### src/rtl/load_store_unit_pkg.sv
// load_store_unit shared definitions: access sizes,
// FSM states and the request legality check.
package load_store_unit_pkg;

    localparam logic [1:0] LSU_BYTE = 2'b00;
    localparam logic [1:0] LSU_HALF = 2'b01;
    localparam logic [1:0] LSU_WORD = 2'b10;

    typedef enum logic [1:0] {
        IDLE    = 2'b00,
        ACCESS  = 2'b01,
        CAPTURE = 2'b10,
        WRITE   = 2'b11
    } lsu_state_e;

    // 1 when the size is illegal or the address is not naturally aligned
    function automatic logic lsu_bad_req(
        input logic [1:0] size,
        input logic [1:0] lane
    );
        return (size == 2'b11)
            || (size == LSU_HALF && lane[0])
            || (size == LSU_WORD && lane != 2'b00);
    endfunction

endpackage

### src/rtl/load_store_unit_if.sv
// load_store_unit request/response and data memory bus.
// slave = LSU side, master = execute stage plus memory.
interface load_store_unit_if #(
    parameter int ADDR_W = 16
);
    logic              req_valid;
    logic              req_ready;
    logic              req_write;
    logic [1:0]        req_size;
    logic              req_signed;
    logic [ADDR_W+1:0] req_addr;
    logic [31:0]       req_wdata;
    logic              rsp_valid;
    logic [31:0]       rsp_rdata;
    logic              rsp_error;
    logic              mem_write;
    logic [ADDR_W-1:0] mem_addr;
    logic [31:0]       mem_wdata;
    logic [31:0]       mem_rdata;

    modport slave (
        input  req_valid, req_write, req_size,
        input  req_signed, req_addr, req_wdata,
        output req_ready,
        output rsp_valid, rsp_rdata, rsp_error,
        output mem_write, mem_addr, mem_wdata,
        input  mem_rdata
    );

    modport master (
        output req_valid, req_write, req_size,
        output req_signed, req_addr, req_wdata,
        input  req_ready,
        input  rsp_valid, rsp_rdata, rsp_error,
        input  mem_write, mem_addr, mem_wdata,
        output mem_rdata
    );

endinterface

### src/rtl/load_store_unit_lane_align.sv
// Little-endian lane handling: load extract/extend and
// sub-word store merge into the old memory word.
module lsu_lane_align
    import load_store_unit_pkg::*;
(
    input  logic [31:0] word,
    input  logic [1:0]  addr,
    input  logic [1:0]  size,
    input  logic        sign_ext,
    output logic [31:0] ldata,
    input  logic [31:0] old_word,
    input  logic [31:0] new_data,
    output logic [31:0] mdata
);

    logic [7:0]  lb;
    logic [15:0] lh;

    // Select the addressed lane and extend it to 32 bits
    always_comb begin
        lb = word[{addr, 3'b000} +: 8];
        lh = addr[1] ? word[31:16] : word[15:0];
        ldata = word;
        unique case (1'b1)
            (size == LSU_BYTE): ldata = {{24{sign_ext & lb[7]}}, lb};
            (size == LSU_HALF): ldata = {{16{sign_ext & lh[15]}}, lh};
            default:            ldata = word;
        endcase
    end

    // Overlay the store bytes on the word read back from memory
    always_comb begin
        mdata = old_word;
        unique case (1'b1)
            (size == LSU_BYTE):
                mdata[{addr, 3'b000} +: 8] = new_data[7:0];
            (size == LSU_HALF):
                if (addr[1]) mdata[31:16] = new_data[15:0];
                else         mdata[15:0]  = new_data[15:0];
            default:
                mdata = new_data;
        endcase
    end

endmodule

### src/rtl/load_store_unit.sv
// Byte-addressed load/store front end for a word memory.
// One request at a time; sub-word stores are read-modify-write.
module load_store_unit
    import load_store_unit_pkg::*;
#(
    parameter int ADDR_W = 16
) (
    input logic               clk,
    input logic               reset,
    load_store_unit_if.slave  bus
);

    lsu_state_e        state;
    logic              r_write;
    logic              r_signed;
    logic [1:0]        r_size;
    logic [1:0]        r_lane;
    logic [31:0]       r_wdata;
    logic              rsp_valid;
    logic [31:0]       rsp_rdata;
    logic              rsp_error;
    logic              mem_write;
    logic [ADDR_W-1:0] mem_addr;
    logic [31:0]       mem_wdata;
    logic              accept;
    logic              bad;
    logic              wstore;
    logic [31:0]       ld_data;
    logic [31:0]       st_data;

    assign bus.req_ready = reset && (state == IDLE);
    assign bus.rsp_valid = rsp_valid;
    assign bus.rsp_rdata = rsp_rdata;
    assign bus.rsp_error = rsp_error;
    assign bus.mem_write = mem_write;
    assign bus.mem_addr  = mem_addr;
    assign bus.mem_wdata = mem_wdata;

    assign accept = bus.req_valid && bus.req_ready;
    assign bad    = lsu_bad_req(bus.req_size, bus.req_addr[1:0]);
    assign wstore = bus.req_write && (bus.req_size == LSU_WORD);

    lsu_lane_align u_align (
        .word     (bus.mem_rdata),
        .addr     (r_lane),
        .size     (r_size),
        .sign_ext (r_signed),
        .ldata    (ld_data),
        .old_word (bus.mem_rdata),
        .new_data (r_wdata),
        .mdata    (st_data)
    );

    // Request FSM with registered memory and response outputs
    always_ff @(posedge clk or negedge reset) begin
        if (!reset) begin
            state     <= IDLE;
            r_write   <= 1'b0;
            r_signed  <= 1'b0;
            r_size    <= 2'b00;
            r_lane    <= 2'b00;
            r_wdata   <= '0;
            rsp_valid <= 1'b0;
            rsp_rdata <= '0;
            rsp_error <= 1'b0;
            mem_write <= 1'b0;
            mem_addr  <= '0;
            mem_wdata <= '0;
        end else begin
            rsp_valid <= 1'b0;
            unique case (state)
                IDLE: begin
                    if (accept) begin
                        r_write  <= bus.req_write;
                        r_signed <= bus.req_signed;
                        r_size   <= bus.req_size;
                        r_lane   <= bus.req_addr[1:0];
                        r_wdata  <= bus.req_wdata;
                        if (bad) begin
                            rsp_valid <= 1'b1;
                            rsp_error <= 1'b1;
                            rsp_rdata <= '0;
                        end else begin
                            mem_addr <= bus.req_addr[ADDR_W+1:2];
                            if (wstore) begin
                                mem_write <= 1'b1;
                                mem_wdata <= bus.req_wdata;
                            end
                            state <= ACCESS;
                        end
                    end
                end
                ACCESS: begin
                    if (r_write && r_size == LSU_WORD) begin
                        mem_write <= 1'b0;
                        rsp_valid <= 1'b1;
                        rsp_error <= 1'b0;
                        rsp_rdata <= '0;
                        state     <= IDLE;
                    end else begin
                        state <= CAPTURE;
                    end
                end
                CAPTURE: begin
                    if (r_write) begin
                        mem_wdata <= st_data;
                        mem_write <= 1'b1;
                        state     <= WRITE;
                    end else begin
                        rsp_valid <= 1'b1;
                        rsp_error <= 1'b0;
                        rsp_rdata <= ld_data;
                        state     <= IDLE;
                    end
                end
                WRITE: begin
                    mem_write <= 1'b0;
                    rsp_valid <= 1'b1;
                    rsp_error <= 1'b0;
                    rsp_rdata <= '0;
                    state     <= IDLE;
                end
                default: state <= IDLE;
            endcase
        end
    end

endmodule
### src/flat_wrapper.sv
// flat-port wrapper written by rule: the top's interface ports become plain ports
module load_store_unit_flat import load_store_unit_pkg::*;
#(
    parameter int ADDR_W = 16
)
  (clk, reset, bus_req_valid, bus_req_write, bus_req_size, bus_req_signed, bus_req_addr, bus_req_wdata, bus_req_ready, bus_rsp_valid, bus_rsp_rdata, bus_rsp_error, bus_mem_write, bus_mem_addr, bus_mem_wdata, bus_mem_rdata);
  load_store_unit_if #(.ADDR_W(ADDR_W)) bus_i ();
  input logic clk;
  input logic reset;
  input wire logic [$bits(bus_i.req_valid)-1:0] bus_req_valid;
  input wire logic [$bits(bus_i.req_write)-1:0] bus_req_write;
  input wire logic [$bits(bus_i.req_size)-1:0] bus_req_size;
  input wire logic [$bits(bus_i.req_signed)-1:0] bus_req_signed;
  input wire logic [$bits(bus_i.req_addr)-1:0] bus_req_addr;
  input wire logic [$bits(bus_i.req_wdata)-1:0] bus_req_wdata;
  output wire logic [$bits(bus_i.req_ready)-1:0] bus_req_ready;
  output wire logic [$bits(bus_i.rsp_valid)-1:0] bus_rsp_valid;
  output wire logic [$bits(bus_i.rsp_rdata)-1:0] bus_rsp_rdata;
  output wire logic [$bits(bus_i.rsp_error)-1:0] bus_rsp_error;
  output wire logic [$bits(bus_i.mem_write)-1:0] bus_mem_write;
  output wire logic [$bits(bus_i.mem_addr)-1:0] bus_mem_addr;
  output wire logic [$bits(bus_i.mem_wdata)-1:0] bus_mem_wdata;
  input wire logic [$bits(bus_i.mem_rdata)-1:0] bus_mem_rdata;
  assign bus_i.req_valid = bus_req_valid;
  assign bus_i.req_write = bus_req_write;
  assign bus_i.req_size = bus_req_size;
  assign bus_i.req_signed = bus_req_signed;
  assign bus_i.req_addr = bus_req_addr;
  assign bus_i.req_wdata = bus_req_wdata;
  assign bus_req_ready = bus_i.req_ready;
  assign bus_rsp_valid = bus_i.rsp_valid;
  assign bus_rsp_rdata = bus_i.rsp_rdata;
  assign bus_rsp_error = bus_i.rsp_error;
  assign bus_mem_write = bus_i.mem_write;
  assign bus_mem_addr = bus_i.mem_addr;
  assign bus_mem_wdata = bus_i.mem_wdata;
  assign bus_i.mem_rdata = bus_mem_rdata;
  load_store_unit #(.ADDR_W(ADDR_W)) u_core (.clk(clk), .reset(reset), .bus(bus_i));
endmodule
### config.mk
export PLATFORM = sky130hd
export DESIGN_NAME = load_store_unit_flat
export DESIGN_NICKNAME = d
export VERILOG_FILES = /design/src/rtl/load_store_unit_pkg.sv /design/src/rtl/load_store_unit_if.sv /design/src/rtl/load_store_unit_lane_align.sv /design/src/rtl/load_store_unit.sv /design/src/flat_wrapper.sv
export SDC_FILE = /design/constraint.sdc
export NUM_CORES = 1
export LEC_CHECK = 0
export ABC_CLOCK_PERIOD_IN_PS = 2500
export BUFFER_PORTS_ARGS = -buffer_cell sky130_fd_sc_hd__buf_2
export CORE_MARGIN = 2
export CORE_UTILIZATION = 45
export CTS_CLUSTER_SIZE = 8
export DETAILED_ROUTE_END_ITERATION = 10
export HOLD_SLACK_MARGIN = 0.1
export MAX_ROUTING_LAYER = met4
export PLACE_DENSITY = 0.72
export SLEW_MARGIN = 30
export SYNTH_ARGS = -nofsm -noshare
export SYNTH_HDL_FRONTEND = slang
export SYNTH_SLANG_ARGS = --single-unit
### constraint.sdc
create_clock -name clk -period 2.5 [get_ports clk]
set_input_delay 0.5 -clock clk [delete_from_list [all_inputs] [get_ports clk]]
set_output_delay 0.5 -clock clk [all_outputs]
set_load 0.02 [all_outputs]
# ---- Word-level counts from Yosys, hierarchy flattened
# Index checks and enable logic that the tools add are counted.
dict set report op_classes {
  add_sub_neg 1
  n_eq_ne 15
  shifts 3
  n_mux 36
  bitwise_logic 3
  n_reduce_logical 18
}
# cell count
set op_table {}
lappend op_table {{two-way mux 32 bit} 8}
lappend op_table {{one-hot mux 32 bit (2 select lines)} 3}
lappend op_table {{one-hot mux 32 bit (4 select lines)} 1}
lappend op_table {{two-way mux 16 bit} 3}
lappend op_table {{bitwise mux 32 bit} 1}
lappend op_table {{variable shift 8 x 7 -> 32 bit (first input constant)} 1}
lappend op_table {{variable part select 32 x 6 -> 8 bit} 1}
lappend op_table {{variable part select 8 x 7 -> 32 bit} 1}
lappend op_table {{two-way mux 1 bit} 12}
lappend op_table {{one-hot mux 1 bit (4 select lines)} 3}
lappend op_table {{== test 2 bit (second input constant)} 5}
lappend op_table {{inequality test 2 x 1 -> 1 bit (second input constant)} 5}
lappend op_table {{AND reduction 5 bit} 2}
lappend op_table {{two-way mux 2 bit} 4}
lappend op_table {{one-hot mux 2 bit (4 select lines)} 1}
lappend op_table {{negation 5 -> 7 bit} 1}
lappend op_table {{== test 2 x 1 -> 1 bit (second input constant)} 3}
lappend op_table {{logical AND 1 bit} 6}
lappend op_table {{logical NOT 2 bit} 2}
lappend op_table {{inequality test 2 bit (second input constant)} 2}
lappend op_table {{AND reduction 2 bit} 2}
lappend op_table {{AND reduction 4 bit} 1}
lappend op_table {{nonzero test 2 bit} 2}
lappend op_table {{AND reduction 3 bit} 1}
lappend op_table {{other kinds (3)} 5}
dict set report word_totals {
  ff_bits 123
  output_inout_bits 84
  word_cells 88
}

# ---- Logic depth before layout (Yosys ltp)
# Gate-level depths: netlist of run 1.
dict set report depth {
  depth_word 7
  ltp_mapped 10
  mapped_depth_nobuf 7
}

# ---- Cells and area by module
# A second synthesis of run 1 with hierarchy kept.
dict set report hier_totals {
  hier_cells 685
  area_unflattened_um2 6802.8
}
# mod n_inst cells_each area_per_inst_um2 seq_area_each_um2
set by_module_without_submodules {}
lappend by_module_without_submodules {load_store_unit 1 442 5288.8 3078.0}
lappend by_module_without_submodules {lsu_lane_align 1 243 1514.0 0.0}

# ---- Least setup slack after synthesis of run 1
# No wires, ideal clock.
dict set report synth_timing {
  kind {register -> register}
  from {register u_core.r_lane[1]}
  to {register u_core.mem_wdata[30], in the netlist u_core.bus.mem_wdata[30]}
  setup_time_ns 0.083
  t_arrival_ns 2.247
  slack_ns 0.170
  stages_incl_launch_ff 10
  cell_sequence {dfrtp_1 -> buf_2 -> buf_1 -> inv_1 -> ha_1 -> nand2b_1 -> nor4_4 -> a21oi_1 -> a31o_2 -> o21ai_0}
}
dict set report synth_between {
  elab_chain_cells 6
}
# element line_no
set synth_rtl {}
lappend synth_rtl {{start: declaration} load_store_unit.sv:17} ;# logic [1:0] r_lane;
lappend synth_rtl {{start signal: assignment} load_store_unit.sv:77} ;# r_lane <= bus.req_addr[1:0];
lappend synth_rtl {{negation 5 -> 7 bit} load_store_unit_lane_align.sv:36} ;# mdata[{addr, 3'b000} +: 8] = new_data[7:0];
lappend synth_rtl {{variable part select 8 x 7 -> 32 bit or variable shift 8 x 7 -> 32 bit (tied branches)} load_store_unit_lane_align.sv:36}
lappend synth_rtl {{bitwise mux 32 bit} load_store_unit_lane_align.sv:36}
lappend synth_rtl {{one-hot mux 32 bit (2 select lines) *} load_store_unit_lane_align.sv:34} ;# unique case (1'b1)
lappend synth_rtl {{two-way mux 32 bit *} load_store_unit.sv:105} ;# if (r_write) begin
lappend synth_rtl {{one-hot mux 32 bit (2 select lines) *} load_store_unit.sv:71} ;# unique case (state)
lappend synth_rtl {{end signal: assignment} load_store_unit.sv:87} ;# mem_wdata <= bus.req_wdata;
lappend synth_rtl {{end signal: assignment} load_store_unit.sv:106} ;# mem_wdata <= st_data;
lappend synth_rtl {{end: declaration} load_store_unit.sv:24} ;# logic [31:0] mem_wdata;
# Mark *: on every way between the ends. The rest lies on a longest branch, timed or not. The select of a mux whose other input is x is not followed.
# A chain may end at the register's enable or synchronous reset.

# ---- Worst setup path in the final report of run 1
dict set report layout_timing {
  from {register u_core.r_lane[0]}
  to {register u_core.mem_wdata[2], in the netlist u_core.bus.mem_wdata[2]}
}
dict set report layout_between {
  elab_chain_cells 6
}
# element line_no
set layout_rtl {}
lappend layout_rtl {{negation 5 -> 7 bit *} load_store_unit_lane_align.sv:36}
lappend layout_rtl {{variable part select 8 x 7 -> 32 bit or variable shift 8 x 7 -> 32 bit (tied branches)} load_store_unit_lane_align.sv:36}
lappend layout_rtl {{bitwise mux 32 bit *} load_store_unit_lane_align.sv:36}
lappend layout_rtl {{one-hot mux 32 bit (2 select lines) *} load_store_unit_lane_align.sv:34}
lappend layout_rtl {{two-way mux 32 bit *} load_store_unit.sv:105}
lappend layout_rtl {{one-hot mux 32 bit (2 select lines) *} load_store_unit.sv:71}
# Marked as above.

==> results of run 1 <==
## layer usage
layer  global-route usage, %  vias up  wire length [um]
li1                        -     2501                 -
met1                    35.7     2770              8170
met2                    44.2      268              9690
met3                    6.23       42              1360
met4                    11.6        0               606
met5                       -        -                 0
## sequential cells by signal, summed over array words and instances, names as in the netlist
| name | count |
|---|---|
| u_core.bus.rsp_valid | 1 |
| u_core.r_size | 2 |
| u_core.r_lane | 2 |
| u_core.r_signed | 1 |
| u_core.bus.mem_addr | 16 |
| u_core.bus.rsp_error | 1 |
| u_core.r_write | 1 |
| u_core.bus.mem_write | 1 |
| u_core.bus.mem_wdata | 32 |
| u_core.state | 2 |
| u_core.r_wdata | 32 |
| u_core.bus.rsp_rdata | 32 |
## path summary, 6_finish.rpt
kind / depth (start not counted) / startpoint / slack, ns / end
min in group clk: 3 / bus_req_signed / 0.30 / u_core.r_signed$_DFFE_PN0P_
worst min register to register: 2 / u_core.bus.mem_wdata[24]$_DFFE_PN0P_ / 0.47 / u_core.bus.mem_wdata[24]$_DFFE_PN0P_
worst max-delay path: 6 / u_core.r_lane[0]$_DFFE_PN0P_ / 0.39 / u_core.bus.mem_wdata[2]$_DFFE_PN0P_
worst max register to register: 6 / u_core.r_lane[0]$_DFFE_PN0P_ / 0.39 / u_core.bus.mem_wdata[2]$_DFFE_PN0P_
worst min-delay path: 2 / reset / 0.24 / u_core.bus.rsp_rdata[6]$_DFFE_PN0P_
max in group asynchronous: 2 / reset / 1.72 / u_core.bus.mem_wdata[30]$_DFFE_PN0P_
## synth_stat cells (5+ instances only)
cell / number
dfrtp_1: 123
mux2_2: 55
nand2_1: 55
nor2_1: 46
o21ai_0: 37
a21oi_1: 26
mux2i_1: 22
buf_2: 19
clkbuf_1: 18
a221o_1: 17
a221oi_1: 16
o31ai_1: 16
a31oi_1: 12
nand2b_1: 11
nand3_1: 9
a22oi_1: 8
inv_1: 8
o2bb2ai_1: 8
a32o_1: 7
mux4_2: 7
o221ai_1: 7
ha_1: 5
nor3_1: 5
## per-stage QoR
stage	area [sq um]	utilization (%)	power (uW)	setup slack [ns]
floorplan	6230	-	6770	0.170
global placement	7310	54.6	8260	0.414
detailed placement	7310	54.6	8430	0.349
CTS	7880	58.8	10800	0.411
global route	7880	58.8	11500	0.190
finish	7880	58.8	10800	0.394
## logic make-up (layout without fill, tap and decap cells)
group	count (synthesis)	after routing	share of synthesized area, %
adder cells (fa/ha/maj)	5	5	1.00
AO/OA/AOI/OAI	171	171	19.6
buffers and inverters	52	237	3.70
multiplexers	84	84	16.0
AND/OR/NAND/NOR	139	139	10.3
flip-flops	123	123	49.4
## cells in the final DEF, fill, tap and decap left out, types with 4 or more instances in the layout
| cell | n |
|---|---|
| ha_1 | 5 |
| o21ai_0 | 37 |
| o31ai_1 | 16 |
| a221oi_1 | 16 |
| nand2_1 | 55 |
| dfrtp_1 | 123 |
| o221ai_1 | 7 |
| inv_1 | 8 |
| nor2_1 | 46 |
| clkbuf_16 | 17 |
| mux2_2 | 55 |
| mux4_2 | 7 |
| clkinvlp_4 | 5 |
| a31oi_1 | 12 |
| a32o_1 | 7 |
| a21oi_1 | 26 |
| a22oi_1 | 8 |
| mux2i_1 | 22 |
| nor3_1 | 5 |
| a31o_2 | 4 |
| buf_2 | 171 |
| nand3_1 | 9 |
| a221o_1 | 17 |
| o2bb2ai_1 | 8 |
| buf_4 | 24 |
| nand2b_1 | 11 |
## cell type report
cell class,count,area share [%]
Sequential cell,123,39.0
Multi-Input combinational cell,399,37.1
Timing Repair Buffer,196,13.4
Clock buffer,21,5.71
Tap cell,176,2.79
Clock inverter,11,1.54
Inverter,9,0.429
## critical path, stage by stage, from the launching register on
cell and delay (ns):
dfrtp_1 0.37, inv_1 0.16, ha_1 0.30, nand3b_1 0.17, a21oi_1 0.58, a22oi_1 0.22
a31oi_1 0.22
## report_power, final
part	internal, uW	switching [uW]	total [uW]
sequential	2850	713	3560
clock	1490	884	2370
combinational	1970	2940	4910
==> metrics.log, run 1 <==
INFO  metric setup_failing_eps_final = 0
INFO  metric design.die.area = between 10000 and 15000 sq um
INFO  metric tns = 0 ns
INFO  metric clkTransAtPathRegs = roughly 0.05 ns
INFO  metric route.antenna.remaining_nets = 0
INFO  metric max-vdd-ir-drop = about 0.0008 V
INFO  metric antenna_cells_inserted = 0
INFO  metric average_footprint_of_a_synthesized_cell = between 10 and 15 sq um
INFO  metric clk_sinks = about 120
INFO  metric period_minus_ws_final = roughly 2.1 ns
INFO  metric detail_route.wl_per_cell = ~21 um
INFO  metric cap_violations = 0
INFO  metric clk-insertion-delay-late = approximately 0.42 ns
INFO  metric initial_core_utilization = roughly 46%
INFO  metric yosys-top-cells-area = dfrtp_1 49%, mux2_2 9.9%, mux2i_1 3.5%
INFO  metric place_congestion = roughly 0.93
INFO  metric synth.cell_area = 6230 sq um
INFO  metric post_cts.repair.setup_buffers = 0
INFO  metric vias = 5581
INFO  metric sequential_standard_cell_area = slightly above 3000 sq um
INFO  metric first_global_vias = 5446
INFO  metric clock.fmax = about 0.47 GHz
INFO  metric tritoncts.num_buffers = 17
INFO  metric number_of_hold_slack_violations_in_the_final_timing_report = 0
INFO  metric clock_skew = 0.00909 ns
INFO  metric postSynth.topFlopCell = dfrtp_1
INFO  metric yosys_register_bits = 123
INFO  metric timing.setup.critical_path_class = flip-flop to flip-flop
INFO  metric netlist.top_cell.by_area = dfrtp_1
INFO  metric synthesis.yosys.warnings = 0
INFO  metric grt_overflow_total = 0
INFO  metric cts_max_path_buffers = 2
INFO  metric place_inst = roughly 900
INFO  metric port_buffers = ~170
INFO  metric aggregate_global_route_resource_usage = between 20% and 30%
INFO  metric area_growth = 26.6%
INFO  metric worst_hold_slack = roughly 0.24 ns
INFO  metric final_min_period_over_clock_period = about 84%
INFO  metric layout.nets = 840
INFO  metric synthesis.instances = between 500 and 600
INFO  metric holdCritPathClass = input pin to async pin
INFO  metric cts.repair.resized = 0
INFO  metric critical_path_required = ~2.8 ns
INFO  metric tritoncts = built
INFO  metric worst-path-max-fanout = 8
INFO  metric power.density_cell_area = approximately 1400 nW/um^2
INFO  metric dr.pass1.iters = 5
INFO  metric power.leakage = 0.00368 uW
INFO  metric final-instance-count-excl-fill = just over 900
INFO  metric rsz0062_at_grt = false
INFO  metric htree_levels = 4
INFO  metric floorplan.core_area = approximately 13000 sq um
INFO  metric multi_input_comb_area = between 2000 and 3000 sq um
INFO  metric grt_max_degree = about 120
INFO  metric synth.net_count = approximately 670
INFO  metric synth.top_cell.area_share = between 40% and 50%
INFO  metric max-slew-margin-rel = between 40% and 50%
INFO  metric crit_arrival = around 2.4 ns
INFO  metric status = completed
INFO  metric layout-drive-gt1-share = between 30% and 40%
INFO  metric place.detailed.hpwl = between 10000 and 15000 um
INFO  metric chipHeight = around 120 um
INFO  metric synth_seq_area_share = between 40% and 50%
INFO  metric yosysUniqueCellTypes = 47
INFO  metric worstSetupEndpointType = flip-flop
INFO  metric slew_violations = 0
INFO  metric type_of_element_launching_the_critical_path = flip-flop
INFO  metric dieWidth = around 120 um
INFO  metric grt_first_pass_wirelength = a little over 30000 um
INFO  metric grt_antenna_before_repair = 0
INFO  metric filler_cell_count = ~1200
INFO  metric drc = 0
INFO  metric synth_enable_flop_cells = 0
INFO  metric detail_route.wirelength = 19800 um
INFO  metric worst_pin_slew = around 0.75 ns
INFO  metric detail_route.iter0.violations = approximately 430
INFO  metric via_per_inst = 5.97
INFO  metric floorplan.io_pins = 173
INFO  metric cts.root.buffer_cell = clkbuf_16
INFO  metric synthArstFlopShare = between 90% and 100%
INFO  metric cts_hold_buf = 0
INFO  metric row_count = 42
(Power assumes the default switching activity.)
==> run 2, diff against run 1 <==
--- a/config.mk
+++ b/config.mk
@@ -5,7 +5,8 @@
 export SDC_FILE = /design/constraint.sdc
 export NUM_CORES = 1
 export LEC_CHECK = 0
-export ABC_CLOCK_PERIOD_IN_PS = 2500
+export ABC_AREA = 1
+export ABC_CLOCK_PERIOD_IN_PS = 1700
 export BUFFER_PORTS_ARGS = -buffer_cell sky130_fd_sc_hd__buf_2
 export CORE_MARGIN = 2
 export CORE_UTILIZATION = 45
@@ -13,7 +14,7 @@
 export DETAILED_ROUTE_END_ITERATION = 10
 export HOLD_SLACK_MARGIN = 0.1
 export MAX_ROUTING_LAYER = met4
-export PLACE_DENSITY = 0.72
+export PLACE_DENSITY = 0.7
 export SLEW_MARGIN = 30
 export SYNTH_ARGS = -nofsm -noshare
 export SYNTH_HDL_FRONTEND = slang
==> constraint.sdc (replaced) <==
create_clock -name clk -period 1.7 [get_ports clk]
set_input_delay 0.34 -clock clk [delete_from_list [all_inputs] [get_ports clk]]
set_output_delay 0.34 -clock clk [all_outputs]
set_load 0.02 [all_outputs]
==> run 2 against run 1 <==
  * First-iteration DRC count is 67% higher
  * Worst setup slack worse by 0.32 ns
  * Synthesized area increased by 21%
  * Largest power group unchanged
==> metrics.log, run 2 <==
INFO  metric status = completed
INFO  metric layout_top_registers = u_core.bus.mem_wdata (32), u_core.bus.rsp_rdata (32), u_core.r_wdata (32)
INFO  metric detail_route.wirelength = roughly 25000 um
INFO  metric grt_first_pass_wirelength = 38600 um
INFO  metric floorplan.io_pins = roughly 170
INFO  metric final_common_cell = nand2_1
INFO  metric synth_most_common_cell = nand2_1
INFO  metric clock_skew = 0.00685 ns
INFO  metric detail_route.wl_per_cell = approximately 16 um
INFO  metric dr.pass1.iters = 5
INFO  metric totalPowerFinal = between 15000 and 20000 uW
INFO  metric postLayoutSetupSlackWorst = a little over 0.07 ns
INFO  metric synth.top_cell.area_share = slightly above 40%
INFO  metric critical_path_required = about 1.4 ns
INFO  metric chipHeight = around 130 um
INFO  metric htree_levels = 4
INFO  metric area_growth = 25.9%
INFO  metric synthTopCellsByCount = 448 x nand2_1, 123 x dfrtp_1, 113 x inv_1, 112 x nand3_1, 84 x a21oi_1
INFO  metric synthesis.yosys.warnings = 0
INFO  metric netlist.top_cell.by_area = dfrtp_1
INFO  metric max-vdd-ir-drop = 0.000885 V
INFO  metric worst_path_slowest_cell = dfrtp_1
INFO  metric postSynth.topFlopCell = dfrtp_1
INFO  metric worst_pin_slew = 0.731 ns
INFO  metric cap_violations = 0
INFO  metric placement.setup.worst_slack = approximately 0.017 ns
INFO  metric worst-path-max-fanout = 6
INFO  metric dieWidth = around 130 um
INFO  metric layout.nets = between 1000 and 1500
INFO  metric synth.cell_area = around 7500 sq um
INFO  metric synth_enable_flop_cells = 0
INFO  metric clk_sinks = around 120
INFO  metric tritoncts.num_buffers = 17
INFO  metric floorplan.core_area = approximately 16000 sq um
INFO  metric yosysUniqueCellTypes = 27
INFO  metric crit_chain = nor2_4 -> and2_1 -> buf_4
INFO  metric power.leakage = roughly 0.0054 uW
INFO  metric cts_max_path_buffers = 2
INFO  metric synthesis.instances = roughly 1100
INFO  metric place_congestion = 0.971
INFO  metric clock.fmax = approximately 0.61 GHz
INFO  metric clkTransAtPathRegs = about 0.060 ns
INFO  metric via_per_inst = 5.08
INFO  metric timing.setup.critical_path_class = flip-flop to output port
INFO  metric worstSetupEndpointType = output port
INFO  metric setup_failing_eps_final = 0
INFO  metric holdCritPathClass = input pin to async pin
INFO  metric grt_max_degree = 124
INFO  metric type_of_element_launching_the_critical_path = flip-flop
INFO  metric synthArstFlopShare = 100%
INFO  metric worst_hold_slack = approximately 0.08 ns
INFO  metric average_footprint_of_a_synthesized_cell = approximately 6.6 sq um
INFO  metric detail_route.iter0.violations = between 700 and 800
INFO  metric power.density_cell_area = 2030 nW/um^2
INFO  metric filler_cell_count = 1655
INFO  metric row_count = 47
INFO  metric drc = 0
INFO  metric postPlaceCellArea = a little under 9000 sq um
INFO  metric yosys-top-cells-area = dfrtp_1 41%, nand2_1 22%, nand3_1 7.4%
INFO  metric grt_overflow_total = 0
INFO  metric tritoncts = built
INFO  metric route.antenna.remaining_nets = 0
INFO  metric first_global_vias = 7297
INFO  metric mostFrequentLayoutCells = 446 x nand2_1, 170 x buf_2, 122 x dfrtp_1
INFO  metric layout-drive-gt1-share = 21.9%
INFO  metric port_buffers = ~170
INFO  metric reg2reg_setup_slack = 0.08 ns
INFO  metric synth_seq_area_share = about two fifths
INFO  metric crit_arrival = ~1.3 ns
INFO  metric design.die.area = about 18000 sq um
INFO  metric place.detailed.hpwl = between 15000 and 20000 um
INFO  metric number_of_hold_slack_violations_in_the_final_timing_report = 0
INFO  metric cts_hold_buf = 0
INFO  metric clk-insertion-delay-late = approximately 0.42 ns
INFO  metric aggregate_global_route_resource_usage = 28.4%
INFO  metric cts.root.buffer_cell = clkbuf_16
INFO  metric vias = roughly 7900
INFO  metric period_minus_ws_final = roughly 1.6 ns
INFO  metric tns = 0 ns
INFO  metric final_cell_area = between 9000 and 10000 sq um
INFO  metric yosys_register_bits = ~120
INFO  metric synth.net_count = roughly 1200
INFO  metric slew_violations = 0
INFO  metric critical_path.max_stage_delay = between 0.4 and 0.5 ns
INFO  metric grt_antenna_before_repair = 1
INFO  metric final_min_period_over_clock_period = between 90% and 100%
INFO  metric max-slew-margin-rel = 51.3%
INFO  metric initial_core_utilization = 45.8%
## run 2: cell count changes in the layout (fill, tap and decap cells not counted), sizes merged, moves of 29 or more
cell / before / now
mux2: 55 / 0
nand2: 55 / 451
nand3: 9 / 115
o21ai: 38 / 77
buf: 196 / 227
inv: 8 / 119
nor2: 47 / 76
a21oi: 27 / 84
## run 2: worst paths after layout
path	depth (start not counted)	startpoint	end
worst max-delay path	3	u_core.state[1]$_DFFE_PN0P_	bus_req_ready
min in group clk	3	bus_req_write	u_core.r_write$_DFFE_PN0P_
worst max register to register	9	u_core.r_size[1]$_DFFE_PN0P_	u_core.bus.rsp_rdata[14]$_DFFE_PN0P_
worst min register to register	2	u_core.bus.mem_addr[9]$_DFFE_PN0P_	u_core.bus.mem_addr[9]$_DFFE_PN0P_
max in group asynchronous	3	reset	u_core.r_size[1]$_DFFE_PN0P_
worst min-delay path	3	reset	u_core.bus.mem_addr[15]$_DFFE_PN0P_
## run 2: logic make-up (layout without fill, tap and decap cells)
family                   Yosys count  after routing  synth area share [%]
other                              0              1                     0
AO/OA/AOI/OAI                    171            171                  11.7
buffers and inverters            185            378                  10.6
adder cells (fa/ha/maj)            5              5                 0.829
flip-flops                       123            123                  40.8
AND/OR/NAND/NOR                  657            659                  36.1
## run 2: power by group
| part | leakage (uW) | total (uW) | switching, uW | internal (uW) |
|---|---|---|---|---|
| clock network | 0.000271 | 3470 | 1360 | 2110 |
| registers | 0.00155 | 5140 | 912 | 4230 |
| logic | 0.00357 | 10700 | 7030 | 3650 |
| total | 0.00539 | 19300 | 9300 | 10000 |
## run 2: layer usage
layer | vias to the layer above | track usage (%) | routed length (um)
met5 | - | - | 0
met4 | 0 | 10.0 | 605
met3 | 41 | 5.56 | 1750
met2 | 294 | 41.0 | 10700
met1 | 3595 | 40.0 | 11600
li1 | 3975 | - | -
## run 2: stage by stage
stage                     instances  util (%)
final                          1557      57.7
after global routing           1557      57.7
after CTS                      1550      56.9
after detailed placement       1518      53.4
after global placement         1518      53.3
after floorplan                1141         -
## run 2: final cells by class
cell class | count | area (sq um) | area share, %
Multi-Input combinational cell | 835 | 3740 | 39.4
Sequential cell | 123 | 3080 | 32.4
Timing Repair Buffer | 227 | 1370 | 14.5
Clock buffer | 21 | 470 | 4.95
Inverter | 119 | 457 | 4.81
Tap cell | 220 | 275 | 2.90
Clock inverter | 10 | 93.8 | 0.988
Timing Repair inverter | 1 | 5.00 | 0.0527
Antenna cell | 1 | 2.50 | 0.0264
## run 2: what timing repair did
item,in CTS,in global routing
gates cloned,0,3
resized for setup,1,28
setup buffers,1,4
pin swaps,0,3
setup endpoints to repair,1,56
## run 2: worst max-delay path, delay by kind of cell (launching register included)
family	cells	cell delay (ns)
buffers and inverters	1	0.14
AND/OR/NAND/NOR	2	0.33
flip-flops	1	0.41
